$ cat src/rtl/nsc_cmd_writer.sv
// Turns buffered (address, data, last) command words into in-order, single-beat AXI4 writes.
// Optional B-response watchdog is compiled in with `define NSC_WR_TIMEOUT_EN.
module nsc_cmd_writer #(
  parameter int ADDR_W      = 32,
  parameter int DATA_W      = 32,
  parameter int ID_W        = 12,
  parameter int FIFO_DEPTH  = 4,
  parameter int TIMEOUT_CYC = 1024
) (
  input  logic                ACLK,
  input  logic                ARESETN,
  input  logic                cmd_valid,
  output logic                cmd_ready,
  input  logic [ADDR_W-1:0]   cmd_addr,
  input  logic [DATA_W-1:0]   cmd_data,
  input  logic                cmd_last,
  input  logic                clr_err,
  output logic [ADDR_W-1:0]   m_awaddr,
  output logic                m_awvalid,
  input  logic                m_awready,
  output logic [ID_W-1:0]     m_awid,
  output logic [7:0]          m_awlen,
  output logic [2:0]          m_awsize,
  output logic [1:0]          m_awburst,
  output logic [DATA_W-1:0]   m_wdata,
  output logic [DATA_W/8-1:0] m_wstrb,
  output logic                m_wlast,
  output logic                m_wvalid,
  input  logic                m_wready,
  input  logic [1:0]          m_bresp,
  input  logic                m_bvalid,
  output logic                m_bready,
  output logic                busy,
  output logic                seq_done,
  output logic [7:0]          wr_count,
  output logic                err,
  output logic [1:0]          err_resp,
  output logic [ADDR_W-1:0]   err_addr,
  output logic                err_timeout
);

  typedef enum logic [1:0] {IDLE, ISSUE, RESP, HALT} state_t;

  localparam int PW = $clog2(FIFO_DEPTH);
  localparam int EW = ADDR_W + DATA_W + 1;

  state_t state, state_next;

  logic [EW-1:0]     fifo_mem [FIFO_DEPTH];
  logic [PW:0]       wr_ptr, rd_ptr;
  logic              fifo_full, fifo_empty, push, pop;
  logic [ADDR_W-1:0] head_addr;
  logic [DATA_W-1:0] head_data;
  logic              head_last;
  logic              last_q;
  logic              issue_done, b_hs, tmo_hit, tmo_fire;

  assign m_awid    = '0;
  assign m_awlen   = 8'd0;
  assign m_awsize  = 3'b010;
  assign m_awburst = 2'b01;
  assign m_wstrb   = '1;
  assign m_wlast   = 1'b1;

  // Extra pointer MSB distinguishes full from empty when the indices match.
  assign fifo_empty = (wr_ptr == rd_ptr);
  assign fifo_full  = (wr_ptr[PW] != rd_ptr[PW]) && (wr_ptr[PW-1:0] == rd_ptr[PW-1:0]);
  assign cmd_ready  = !fifo_full;
  assign push       = cmd_valid && !fifo_full;
  assign {head_addr, head_data, head_last} = fifo_mem[rd_ptr[PW-1:0]];

  assign busy       = !fifo_empty || (state != IDLE);
  assign issue_done = (!m_awvalid || m_awready) && (!m_wvalid || m_wready);
  assign b_hs       = m_bready && m_bvalid;

  // NOTE: the storage array is not reset; the pointers alone decide which entries are valid.
  always_ff @(posedge ACLK) begin
    if (push) fifo_mem[wr_ptr[PW-1:0]] <= {cmd_addr, cmd_data, cmd_last};
  end

  // NOTE: ARESETN is asserted high here, so the async edge is posedge.
  always_ff @(posedge ACLK or posedge ARESETN) begin
    if (ARESETN) begin
      wr_ptr <= '0;
      rd_ptr <= '0;
      state  <= IDLE;
    end else begin
      if (push) wr_ptr <= wr_ptr + 1'b1;
      if (pop)  rd_ptr <= rd_ptr + 1'b1;
      state <= state_next;
    end
  end

  // NOTE: every combinational output gets a default first so no latch is inferred.
  always_comb begin
    state_next = state;
    pop        = 1'b0;
    tmo_fire   = 1'b0;
    case (state)
      IDLE: begin
        if (!fifo_empty && !err) begin
          pop        = 1'b1;
          state_next = ISSUE;
        end
      end
      ISSUE: begin
        if (issue_done) begin
          state_next = RESP;
        end else if (tmo_hit) begin
          tmo_fire   = 1'b1;
          state_next = HALT;
        end
      end
      RESP: begin
        if (b_hs) begin
          state_next = (m_bresp == 2'b00) ? IDLE : HALT;
        end else if (tmo_hit) begin
          tmo_fire   = 1'b1;
          state_next = HALT;
        end
      end
      HALT: begin
        if (clr_err) state_next = IDLE;
      end
      default: state_next = IDLE;
    endcase
  end

  always_ff @(posedge ACLK or posedge ARESETN) begin
    if (ARESETN) begin
      m_awaddr  <= '0;
      m_wdata   <= '0;
      m_awvalid <= 1'b0;
      m_wvalid  <= 1'b0;
      m_bready  <= 1'b0;
      last_q    <= 1'b0;
      seq_done  <= 1'b0;
      wr_count  <= 8'd0;
      err       <= 1'b0;
      err_resp  <= 2'b00;
      err_addr  <= '0;
    end else begin
      seq_done <= 1'b0;
      case (state)
        IDLE: begin
          if (pop) begin
            m_awaddr  <= head_addr;
            m_wdata   <= head_data;
            last_q    <= head_last;
            m_awvalid <= 1'b1;
            m_wvalid  <= 1'b1;
          end
        end
        ISSUE: begin
          if (m_awvalid && m_awready) m_awvalid <= 1'b0;
          if (m_wvalid && m_wready)   m_wvalid  <= 1'b0;
          if (issue_done)             m_bready  <= 1'b1;
        end
        RESP: begin
          if (b_hs) begin
            m_bready <= 1'b0;
            if (m_bresp == 2'b00) begin
              wr_count <= wr_count + 8'd1;
              seq_done <= last_q;
            end else begin
              err      <= 1'b1;
              err_resp <= m_bresp;
              err_addr <= m_awaddr;
            end
          end
        end
        HALT: begin
          if (clr_err) begin
            err      <= 1'b0;
            err_resp <= 2'b00;
          end
        end
        default: ;
      endcase
      // A watchdog expiry abandons the write; any late B is never accepted since bready stays low.
      if (tmo_fire) begin
        m_awvalid <= 1'b0;
        m_wvalid  <= 1'b0;
        m_bready  <= 1'b0;
        err       <= 1'b1;
        err_resp  <= 2'b11;
        err_addr  <= m_awaddr;
      end
    end
  end

`ifdef NSC_WR_TIMEOUT_EN
  localparam int TW = $clog2(TIMEOUT_CYC + 1);

  logic [TW-1:0] tmo_cnt;
  logic          err_timeout_q;

  assign tmo_hit     = ((state == ISSUE) || (state == RESP)) && (tmo_cnt == TW'(TIMEOUT_CYC - 1));
  assign err_timeout = err_timeout_q;

  always_ff @(posedge ACLK or posedge ARESETN) begin
    if (ARESETN) begin
      tmo_cnt       <= '0;
      err_timeout_q <= 1'b0;
    end else begin
      if (state_next != state)                        tmo_cnt <= '0;
      else if ((state == ISSUE) || (state == RESP))   tmo_cnt <= tmo_cnt + 1'b1;
      if (tmo_fire)                                   err_timeout_q <= 1'b1;
      else if ((state == HALT) && clr_err)            err_timeout_q <= 1'b0;
    end
  end
`else
  // Watchdog compiled out; TIMEOUT_CYC only keeps the parameter list identical across builds.
  assign tmo_hit     = 1'b0 && (TIMEOUT_CYC > 0);
  assign err_timeout = 1'b0;
`endif

endmodule

$ cat config.mk
export PLATFORM = sky130hd
export DESIGN_NAME = nsc_cmd_writer
export DESIGN_NICKNAME = d
export VERILOG_FILES = /design/src/rtl/nsc_cmd_writer.sv
export SDC_FILE = /design/constraint.sdc
export NUM_CORES = 1
export LEC_CHECK = 0
export CAP_MARGIN = 10
export CORE_MARGIN = 4
export CORE_UTILIZATION = 40
export CTS_BUF_LIST = sky130_fd_sc_hd__clkbuf_8
export DETAILED_ROUTE_END_ITERATION = 16
export SLEW_MARGIN = 10
export SYNTH_ARGS = -nofsm -noshare
export SYNTH_HDL_FRONTEND = slang
export SYNTH_SLANG_ARGS = --single-unit
$ cat constraint.sdc
create_clock -name ACLK -period 9.78 [get_ports ACLK]
set_input_delay 1.467 -clock ACLK [delete_from_list [all_inputs] [get_ports ACLK]]
set_output_delay 1.467 -clock ACLK [all_outputs]
set_load 0.01 [all_outputs]
Word-level counts from Yosys, hierarchy flattened
Memories as Yosys holds them, arrays and structs flattened. A register that Yosys moved wholly into a read port is not among the register bits.
Cells that the tools add are included.
{ "totals": {"mem_count": 1, "ram_bits": 260, "output_inout_bits": 144, "regBits": 55} }
{ "memory_table": {"columns": ["memory", "words", "word_bits", "rd", "rd_clocked_by_memory_dff", "wr", "line_no", "source"], "rows": [
  ["fifo_mem", 4, 65, 1, 1, 1, "49", "logic [EW-1:0] fifo_mem [FIFO_DEPTH];"]
]} }
{ "op_classes": {"n_eq_ne": 14, "n_reduce_logical": 29, "n_bitwise": 1, "muxes": 28, "addsub": 3} }
{ "ops": {"columns": ["operator", "count"], "rows": [
  ["$ne A2 B2 Y1 const B", 8],
  ["$mux W1", 15],
  ["$reduce_and A3 Y1", 5],
  ["$mux W2", 7],
  ["$add A8 B1 Y8 const B", 1],
  ["$pmux W1 S2", 4],
  ["$pmux W2 S4", 1],
  ["$reduce_and A4 Y1", 2],
  ["$reduce_bool A2 Y1", 4],
  ["$logic_and A1 B1 Y1", 7],
  ["$add A3 B1 Y3 const B", 2],
  ["$logic_not A1 Y1", 5],
  ["$eq A2 B2 Y1 const B", 2],
  ["$logic_not A2 Y1", 2],
  ["$pmux W2 S2", 1],
  ["$eq A3 B3 Y1", 1],
  ["$logic_or A1 B1 Y1", 3],
  ["$eq A2 B1 Y1 const B", 1],
  ["$eq A2 B2 Y1", 1],
  ["$reduce_and A2 Y1", 1],
  ["$ne A1 B1 Y1", 1],
  ["$not A1 Y1", 1]
]} }

Depth between registers and ports, before layout
Gate-level depths: netlist of the first run.
{ "logic_depth": {"depth_word": 7, "depth_mapped": 6, "mapped_depth_nobuf": 4} }

Worst setup path before layout of the first run
Ideal clock, no wire load.
{ "synth_timing": {"kind": "input to register", "start": "in cmd_valid", "end": "mem fifo_mem[3][0] in the netlist's numbering (enable)", "path_slack_ns": 6.274, "required_ns": 9.348, "cell_stages": 1, "arrival_time_ns": 3.074, "setup_ns": 0.432, "path_cell_list": "and3_1"} }
{ "synth_via": {"elab_chain_cells": 3} }
{ "synth_rtl": {"columns": ["item", "line_no", "source"], "rows": [
  ["start: declaration", "12", "input logic cmd_valid,"],
  ["$logic_and A1 B1 Y1", "69", "assign push = cmd_valid && !fifo_full;"],
  ["$mux W1", "78", "if (push) fifo_mem[wr_ptr[PW-1:0]] <= {cmd_addr, cmd_data, cmd_last};"],
  ["$mux W1 (not written as such)", "78", null],
  ["end: declaration", "49", null]
]} }
No other way between the ends.

Worst setup path in the final report of the first run
{ "layout_timing": {"start": "reg rd_ptr[0]", "end": "out cmd_ready"} }
{ "layout_via": {"elab_chain_cells": 3} }
{ "layout_rtl": {"columns": ["item", "line_no", "source"], "rows": [
  ["start: declaration", "50", "logic [PW:0] wr_ptr, rd_ptr;"],
  ["start signal: assignment", "89", "if (pop) rd_ptr <= rd_ptr + 1'b1;"],
  ["$eq A2 B2 Y1", "67", "assign fifo_full = (wr_ptr[PW] != rd_ptr[PW]) && (wr_ptr[PW-1:0] == rd_ptr[PW-1:0]);"],
  ["$logic_and A1 B1 Y1", "67", null],
  ["$logic_not A1 Y1", "68", "assign cmd_ready = !fifo_full;"],
  ["end: declaration", "13", "output logic cmd_ready,"]
]} }
No other way between the ends.

==> results.yml, run 1 <==
power_and_ir_drop:
  power_frac_seq_pct: 44.6
  p_per_area_mw_per_mm2: 315
  p_sw_uw: 1660
  irDropWorstVdd_mv: 0.200
  clkPwrFrac_pct: 23.4
  combPwrFrac_pct: 32.0
  p_leak_uw: 0.00647
  internal_power_uw: 3950
  switching_share_pct: 29.6
worst_setup_path:
  cp_cell_sequence: "xnor2_1 > nand3b_1 > clkdlybuf4s50_1"
  crit_type: "register to output pin"
  required_ps: 8310
  crit_slowest_cell: "dfrtp_4"
  r2r_cells: 4
  r2r-end: "fifo_mem[0][15]$_DFFE_PP_"
  max_stage_delay_ps: 710
  crit_path_end_kind: "output pin"
  cp-start-kind: "register"
  worstPathMaxFanout: 28
  arrival_ps: 2650
  r2r-start: "rd_ptr[0]$_DFFE_PP0P_"
  reg2reg_slack_ps: 6820
clock_network:
  cts_tree: "built"
  cts_root_buffer: "clkbuf_8"
  clk_pin_slew_ps: 60
  cts_resized: 0
  postCtsSetupBuffers: 0
  clock_latency_ps: 630
  numClockSinks: 380
  cts_hold_buf: 0
  numCtsBuffers: 60
  cts.htree.levels: 2
  cts_max_path_buffers: 3
drt:
  antenna_left: 0
  first_pass_iters: 6
  dr.first_iter.drc_count: 304
  wirelength_um: 29200
  wl_per_cell_um: 20.5
  drc: 0
  via_per_inst: 4.84
  vias: 6908
timing:
  layout_min_cycle_time_ps: 4110
  fmax_ghz: 0.243
  hold_viol_final: 0
  fin_skew_ps: 23.3
  fin_crit_sh_pct: 42.1
  setup_viol: 0
  final.setup.tns_ps: 0
  slew_headroom_pct: 28.0
  tightest_slew_ps: 1080
  rsz0062_at_grt: "no"
  slew_violations: 0
yosys:
  netlist_area_mm2: 0.0144
  ys_seq_area_share_pct: 75.3
  async_flop_share_pct: 31.6
  synth_warnings: 0
  syn_inst: 686
  synth_cell_types: 35
  synth-edff-count: 260
  synth_area_leaders: "edfxtp_1 (54%), dfrtp_1 (21%), mux4_2 (10%)"
  yosys.cell_count.top_type: "edfxtp_1"
  yosys.area.top_type_share_pct: 54.4
  synthFlopType: "edfxtp_1"
  synthTopCellsByCount: "edfxtp_1 (260), dfrtp_1 (120), mux4_2 (65), mux2_2 (53), mux2_1 (47)"
  syn-mean-instance-area_um2: 20.9
  synth-seq-cells: 380
  yosys.area.top_type: "edfxtp_1"
global_routing:
  track_usage_pct: 15.2
  overflow: 0
  antenna_found_initial: 2
  grt_first_pass_wirelength_um: 45100
  grt_pass1_vias: 7537
  grt_start_max_net_pins: 68
finish:
  synthToLayoutAreaGrowth_pct: 24.1
  diodes: 0
  drive_gt1_share_pct: 23.0
  fin_nets: 995
  instances_no_fill: 1426
placement:
  dp_hpwl_um: 16900
  dpl.cell_count: 1314
  port_buffers: 186
  routabilityCongestion: 0.659
floorplanning:
  die_h_um: 197
  die-area_mm2: 0.0390
  core-area_mm2: 0.0355
  row_count: 69
  io_pins: 218
  start_util_pct: 40.5
  die_w_um: 197
job:
  maxCapViolCount: 0
hold_path:
  hold_path_startpoint: "wr_count[7]$_DFFE_PP0P_"
  hold_path.class: "register to register"
  whs_endpoint: "wr_count[7]$_DFFE_PP0P_"
  hold_path_depth: 1
status:
  run_status: "complete, no violations"
## cell type report
class                   instances  area (um2)
repair buffers                196        1940
clock inverters                44         267
fillers                      2963       17700
inverters                       7        31.3
multi-input cells             270        3250
flip-flops and latches        380       10800
clock buffers                  68         936
well taps                     461         577
## power groups by stage
stage / clock [uW] / sequential, uW / combinational [uW]
after global routing: 1450 / 2570 / 1950
after detailed placement: 0 / 2550 / 1840
after CTS: 1370 / 2520 / 1850
final: 1310 / 2500 / 1790
after floorplan: 0 / 2560 / 1020
after global placement: 0 / 2540 / 1830
## critical path: cells and delay by family (launching register included)
family	cells	cell delay, ps
flops	1	710
buf+inv	1	580
simple gates	1	270
xor+xnor	1	480
## cell usage in the layout (no fill, tap or decap), types with 2 or more instances in the layout
cell             count
nand4_1              5
inv_1               32
nand3_1              3
and2_1               2
edfxtp_1           260
clkbuf_8            68
nand2_1             10
mux4_2              65
clkinvlp_4           2
nor2_1               4
nand2b_1             3
ha_1                 6
and3_4               4
conb_1              31
o21ai_0              4
mux2_1              47
buf_4               10
nor3_1               2
xnor2_1             11
dfrtp_1            118
clkinv_1             4
mux2_2              53
bufinv_16            3
a31oi_1              4
dfrtp_4              2
clkinv_2             8
clkdlybuf4s50_1    186
or2_2                2
xor2_1               3
## through the flow
stage	area, um2	setup WS (ps)	util [%]	total power (uW)	hold slack, ps
final	17800	5670	50.2	5610	486
after global routing	17800	5410	50.2	5970	500
after CTS	17800	5550	50.2	5740	489
after detailed placement	16600	6090	46.8	4390	474
after global placement	16600	6100	46.8	4370	468
after floorplan	14500	5130	-	3580	449
## routing by layer
| metal | wire (um) | up-vias | global-route usage [%] |
|---|---|---|---|
| met2 | 14100 | 218 | 24.2 |
| met4 | 598 | 4 | 5.19 |
| met1 | 12300 | 3536 | 20.7 |
| met5 | 28 | - | 0 |
| met3 | 2140 | 44 | 3.94 |
| li1 | - | 3106 | - |
## worst max-delay path by stage
stage / slack (ps) / start / depth (start not counted) / to
6_report: 5670 / rd_ptr[0]$_DFFE_PP0P_ / 3 / cmd_ready
5_1_grt: 5410 / rd_ptr[0]$_DFFE_PP0P_ / 3 / cmd_ready
4_1_cts: 5550 / rd_ptr[0]$_DFFE_PP0P_ / 3 / cmd_ready
3_5_place_dp: 6090 / cmd_valid / 3 / fifo_mem[2][34]$_DFFE_PP_
3_3_place_gp: 6100 / cmd_valid / 3 / fifo_mem[2][35]$_DFFE_PP_
2_1_floorplan: 5130 / ARESETN / 1 / err$_DFFE_PP0P_
## flip-flops by register name, indices dropped and copies added, names as in the netlist
signal / count
state: 2
fifo_mem: 260
wr_count: 8
m_awvalid: 1
m_awaddr: 32
m_bready: 1
m_wdata: 32
rd_ptr: 3
err: 1
seq_done: 1
err_resp: 2
m_wvalid: 1
last_q: 1
wr_ptr: 3
err_addr: 32
## cells by family (layout without fill, tap and decap cells)
group	Yosys count	count (layout)	share of synthesized area, %
AO/OA/AOI/OAI	12	12	0.592
XOR/XNOR	14	14	0.854
adder cells (fa/ha/maj)	6	6	0.523
buffers and inverters	65	315	3.02
flip-flops	380	380	75.3
multiplexers	165	165	18.0
other	2	31	0.0523
AND/OR/NAND/NOR	42	42	1.64
(Power assumes the default switching activity.)
==> inputs of run 2 (changes only) <==
- clock period: 9.78 -> 3.83 ns (I/O delays scaled with it)
==> results.yml, run 2 (synthesized netlist as in run 1, its figures left out) <==
clock_network:
  cts_hold_buf: 0
  postCtsSetupBuffers: 0
  numCtsBuffers: 60
  cts_tree: "built"
  cts.htree.levels: 2
  clk_pin_slew_ps: 60
  cts_resized: 0
  numClockSinks: 380
  cts_root_buffer: "clkbuf_8"
  clock_latency_ps: 620
  cts_max_path_buffers: 3
status:
  run_status: "complete, no violations"
worst_setup_path:
  r2r_cells: 4
  crit_type: "register to output pin"
  r2r-end: "fifo_mem[2][45]$_DFFE_PP_"
  crit_path_end_kind: "output pin"
  cp_cell_sequence: "xnor2_1 > nand3b_1 > clkdlybuf4s50_1"
  crit_slowest_cell: "dfrtp_4"
  max_stage_delay_ps: 630
  arrival_ps: 2550
  required_ps: 3260
  worstPathMaxFanout: 17
  reg2reg_slack_ps: 1260
  cp-start-kind: "register"
  r2r-start: "rd_ptr[0]$_DFFE_PP0P_"
drt:
  drc: 0
  first_pass_iters: 4
  via_per_inst: 4.87
  wl_per_cell_um: 20.3
  antenna_left: 0
  wirelength_um: 29200
  dr.first_iter.drc_count: 316
  vias: 6999
floorplanning:
  start_util_pct: 40.5
  die_h_um: 197
  core-area_mm2: 0.0355
  io_pins: 218
  die_w_um: 197
  die-area_mm2: 0.0390
  row_count: 69
timing:
  slew_violations: 0
  hold_viol_final: 0
  fin_skew_ps: 15.0
  hold_ws_ps: 468
  fmax_ghz: 0.320
  fin_crit_sh_pct: 81.6
  layout_min_cycle_time_ps: 3130
  tightest_slew_ps: 1060
  setup_viol: 0
  final.setup.tns_ps: 0
  slew_headroom_pct: 29.1
  rsz0062_at_grt: "no"
power_and_ir_drop:
  p_per_area_mw_per_mm2: 808
  p_leak_uw: 0.00656
  irDropWorstVdd_mv: 0.414
placement:
  dp_hpwl_um: 17900
  port_buffers: 186
  dpl.cell_count: 1324
  placed_cell_area_mm2: 0.0167
  routabilityCongestion: 0.671
finish:
  layout_commonest_cell: "edfxtp_1"
  largest_reg_flops: 260
  fin_area_mm2: 0.0180
  layout_common_cells: "edfxtp_1 (260), clkdlybuf4s50_1 (186), dfrtp_1 (118), clkbuf_8 (72), mux4_2 (65)"
  fin_nets: 1005
  drive_gt1_share_pct: 23.8
  synthToLayoutAreaGrowth_pct: 25.0
  fillers: 2905
  instances_no_fill: 1438
  diodes: 0
global_routing:
  grt_pass1_vias: 7696
  grt_start_max_net_pins: 76
  overflow: 0
  track_usage_pct: 15.2
  grt_first_pass_wirelength_um: 45300
  antenna_found_initial: 1
job:
  maxCapViolCount: 0
hold_path:
  hold_path_depth: 1
  hold_path_startpoint: "wr_count[7]$_DFFE_PP0P_"
  hold_path.class: "register to register"
  whs_endpoint: "wr_count[7]$_DFFE_PP0P_"
-- run 2: cell types whose count changed in the layout (fill, tap and decap cells not counted), sizes merged --
cell / delta
inv: +3
bufinv: +1
clkbuf: +4
clkinv: -6
buf: +10
-- run 2: cell type report --
| class | count | area [um2] | share of cell area [%] |
|---|---|---|---|
| Clock buffer | 72 | 991 | 5.52 |
| Sequential cell | 380 | 10800 | 60.2 |
| Inverter | 7 | 31.3 | 0.174 |
| Timing Repair Buffer | 206 | 2010 | 11.2 |
| Tap cell | 461 | 577 | 3.21 |
| Clock inverter | 42 | 277 | 1.54 |
| Multi-Input combinational cell | 270 | 3250 | 18.1 |
-- run 2: worst max-delay path by stage --
stage / startpoint / end
4_1_cts: rd_ptr[0]$_DFFE_PP0P_ / cmd_ready
3_3_place_gp: cmd_valid / fifo_mem[1][32]$_DFFE_PP_
2_1_floorplan: ARESETN / err$_DFFE_PP0P_
5_1_grt: rd_ptr[0]$_DFFE_PP0P_ / cmd_ready
6_report: rd_ptr[0]$_DFFE_PP0P_ / cmd_ready
3_5_place_dp: cmd_valid / fifo_mem[1][33]$_DFFE_PP_
-- run 2: worst max-delay path, delay by kind of cell (launching register included) --
kind / cells / cell delay [ps]
xor gates and xnor gates: 1 / 440
and+or+nand+nor: 1 / 260
DFF: 1 / 630
buffers and inverters: 1 / 600
-- run 2: per-layer routing --
metal  vias to the layer above  share of wire (%)  wire [um]  track usage [%]
met3                        43                6.7       1950             4.59
met5                         -              0.044         13                0
met4                         2                1.7        501             4.11
met2                       192                 49      14200             24.7
li1                       3127                  -          -                -
met1                      3635                 43      12600             20.3
-- run 2: where the power goes --
part / leakage, uW / internal [uW] / switching (uW)
clock network: 0.000752 / 1970 / 1540
logic: 0.00197 / 2550 / 2120
registers: 0.00384 / 5750 / 588
total: 0.00656 / 10300 / 4250
-- run 2: per-stage QoR --
step / worst slack (ps) / utilization [%] / power [uW]
floorplan: 69.7 / - / 9130
global placement: 1220 / 47.0 / 11100
detailed placement: 1190 / 47.0 / 11200
CTS: 604 / 50.6 / 14800
global route: 450 / 50.6 / 15400
finish: 703 / 50.6 / 14500
==> inputs of run 3 (changes only) <==
- clock period: 3.83 -> 2.9 ns (I/O delays scaled with it)
==> results.yml, run 3 (synthesized netlist as in run 1, its figures left out) <==
status:
  run_status: "complete, no violations"
clock_network:
  numCtsBuffers: 60
  numClockSinks: 380
  clock_latency_ps: 590
  cts_resized: 0
  cts_hold_buf: 0
  clk_pin_slew_ps: 60
  cts_root_buffer: "clkbuf_8"
  postCtsSetupBuffers: 0
  cts_tree: "built"
  cts.htree.levels: 2
  cts_max_path_buffers: 3
floorplanning:
  io_pins: 218
  die_w_um: 197
  die_h_um: 197
  start_util_pct: 40.5
  die-area_mm2: 0.0390
  core-area_mm2: 0.0355
  row_count: 69
drt:
  wirelength_um: 28900
  wl_per_cell_um: 20.1
  antenna_left: 0
  via_per_inst: 4.88
  vias: 7002
  dr.first_iter.drc_count: 324
  first_pass_iters: 6
  drc: 0
timing:
  final.setup.tns_ps: 0
  slew_headroom_pct: 30.4
  layout_min_cycle_time_ps: 2660
  setup_slack_ps: 238
  fin_crit_sh_pct: 91.8
  rsz0062_at_grt: "no"
  fin_skew_ps: 14.7
  tightest_slew_ps: 1040
  hold_viol_final: 0
  setup_viol: 0
  slew_violations: 0
  fmax_ghz: 0.376
placement:
  dp_hpwl_um: 16800
  routabilityCongestion: 0.676
  dp_slack_ps: 569
  port_buffers: 186
worst_setup_path:
  crit_slowest_cell: "clkdlybuf4s50_1"
  r2r_cells: 4
  r2r-end: "fifo_mem[3][16]$_DFFE_PP_"
  crit_type: "register to output pin"
  worstPathMaxFanout: 6
  max_stage_delay_ps: 600
  worst-path-buf-inv: 1
  reg2reg_slack_ps: 700
  r2r-start: "wr_ptr[2]$_DFFE_PP0P_"
  crit_path_end_kind: "output pin"
  cp-start-kind: "register"
  arrival_ps: 2230
  required_ps: 2470
  cp_cell_sequence: "xnor2_2 > nand3b_1 > clkdlybuf4s50_1"
  critical_path.top_delay_family: "buffers and inverters"
  crit_cells: 3
finish:
  post-route-util_pct: 50.9
  synthToLayoutAreaGrowth_pct: 25.8
  fin_nets: 1002
  layout_commonest_cell: "edfxtp_1"
  largest_reg_flops: 260
  drive_gt1_share_pct: 24.1
  layout_common_cells: "edfxtp_1 (260), clkdlybuf4s50_1 (186), dfrtp_1 (118), clkbuf_8 (75), mux4_2 (65)"
power_and_ir_drop:
  p_leak_uw: 0.00656
  irDropWorstVdd_mv: 0.606
  p_per_area_mw_per_mm2: 1060
global_routing:
  antenna_found_initial: 0
  track_usage_pct: 15.0
  grt_first_pass_wirelength_um: 45000
  overflow: 0
  grt_pass1_vias: 7580
  grt_start_max_net_pins: 68
job:
  maxCapViolCount: 0
hold_path:
  hold_path.class: "input port to asynchronous set/reset pin"
-- run 3: changes by cell type in the layout (fill, tap and decap cells not counted), sizes merged --
cell,delta
buf,-3
bufinv,-2
clkbuf,+3
clkinv,+6
diode,+1
inv,-9
-- run 3: how the worst max path moves through the flow --
| stage | from | end | slack (ps) |
|---|---|---|---|
| floorplan | wr_ptr[2]$_DFFE_PP0P_ | fifo_mem[3][0]$_DFFE_PP_ | 560 |
| global placement | wr_ptr[2]$_DFFE_PP0P_ | fifo_mem[3][9]$_DFFE_PP_ | 610 |
| detailed placement | wr_ptr[2]$_DFFE_PP0P_ | fifo_mem[3][9]$_DFFE_PP_ | 570 |
| CTS | rd_ptr[0]$_DFFE_PP0P_ | cmd_ready | 20 |
| global route | rd_ptr[1]$_DFFE_PP0P_ | cmd_ready | 60 |
| finish | rd_ptr[0]$_DFFE_PP0P_ | cmd_ready | 240 |
-- run 3: final cells by class --
class / count / area [um2]
Multi-Input combinational cell: 270 / 3270
Sequential cell: 380 / 10800
Inverter: 7 / 30.0
Timing Repair Buffer: 203 / 2130
Fill cell: 2928 / 17400
Clock inverter: 37 / 203
Clock buffer: 75 / 1030
Tap cell: 461 / 577
Antenna cell: 1 / 2.50
-- run 3: worst register-to-register path, cell delays in order, from the launching register on --
cell      delay (ps)
dfrtp_1          420
xnor2_2          280
nand3b_1         260
and3_4           660
buf_12           270
-- run 3: layer usage --
layer / vias up / wire [um] / track usage (%)
met5: - / 0 / 0
met4: 0 / 518 / 4.06
met3: 43 / 1910 / 4.08
met2: 200 / 13900 / 24.4
met1: 3636 / 12500 / 20.3
li1: 3123 / - / -
-- run 3: per-stage QoR --
step                hold WS, ps  cells  cell area (um2)  power [uW]
floorplan                   449    715            14500       12000
global placement            468   1321            16800       14800
detailed placement          474   1321            16800       15000
CTS                         283   1433            18000       19500
global route                306   1433            18100       20400
finish                      312   1434            18100       19100
-- run 3: power breakdown --
group | switching (uW) | total, uW | internal (uW)
logic | 2850 | 6320 | 3470
registers | 727 | 8320 | 7600
clock network | 2000 | 4500 | 2500
total | 5580 | 19100 | 13600
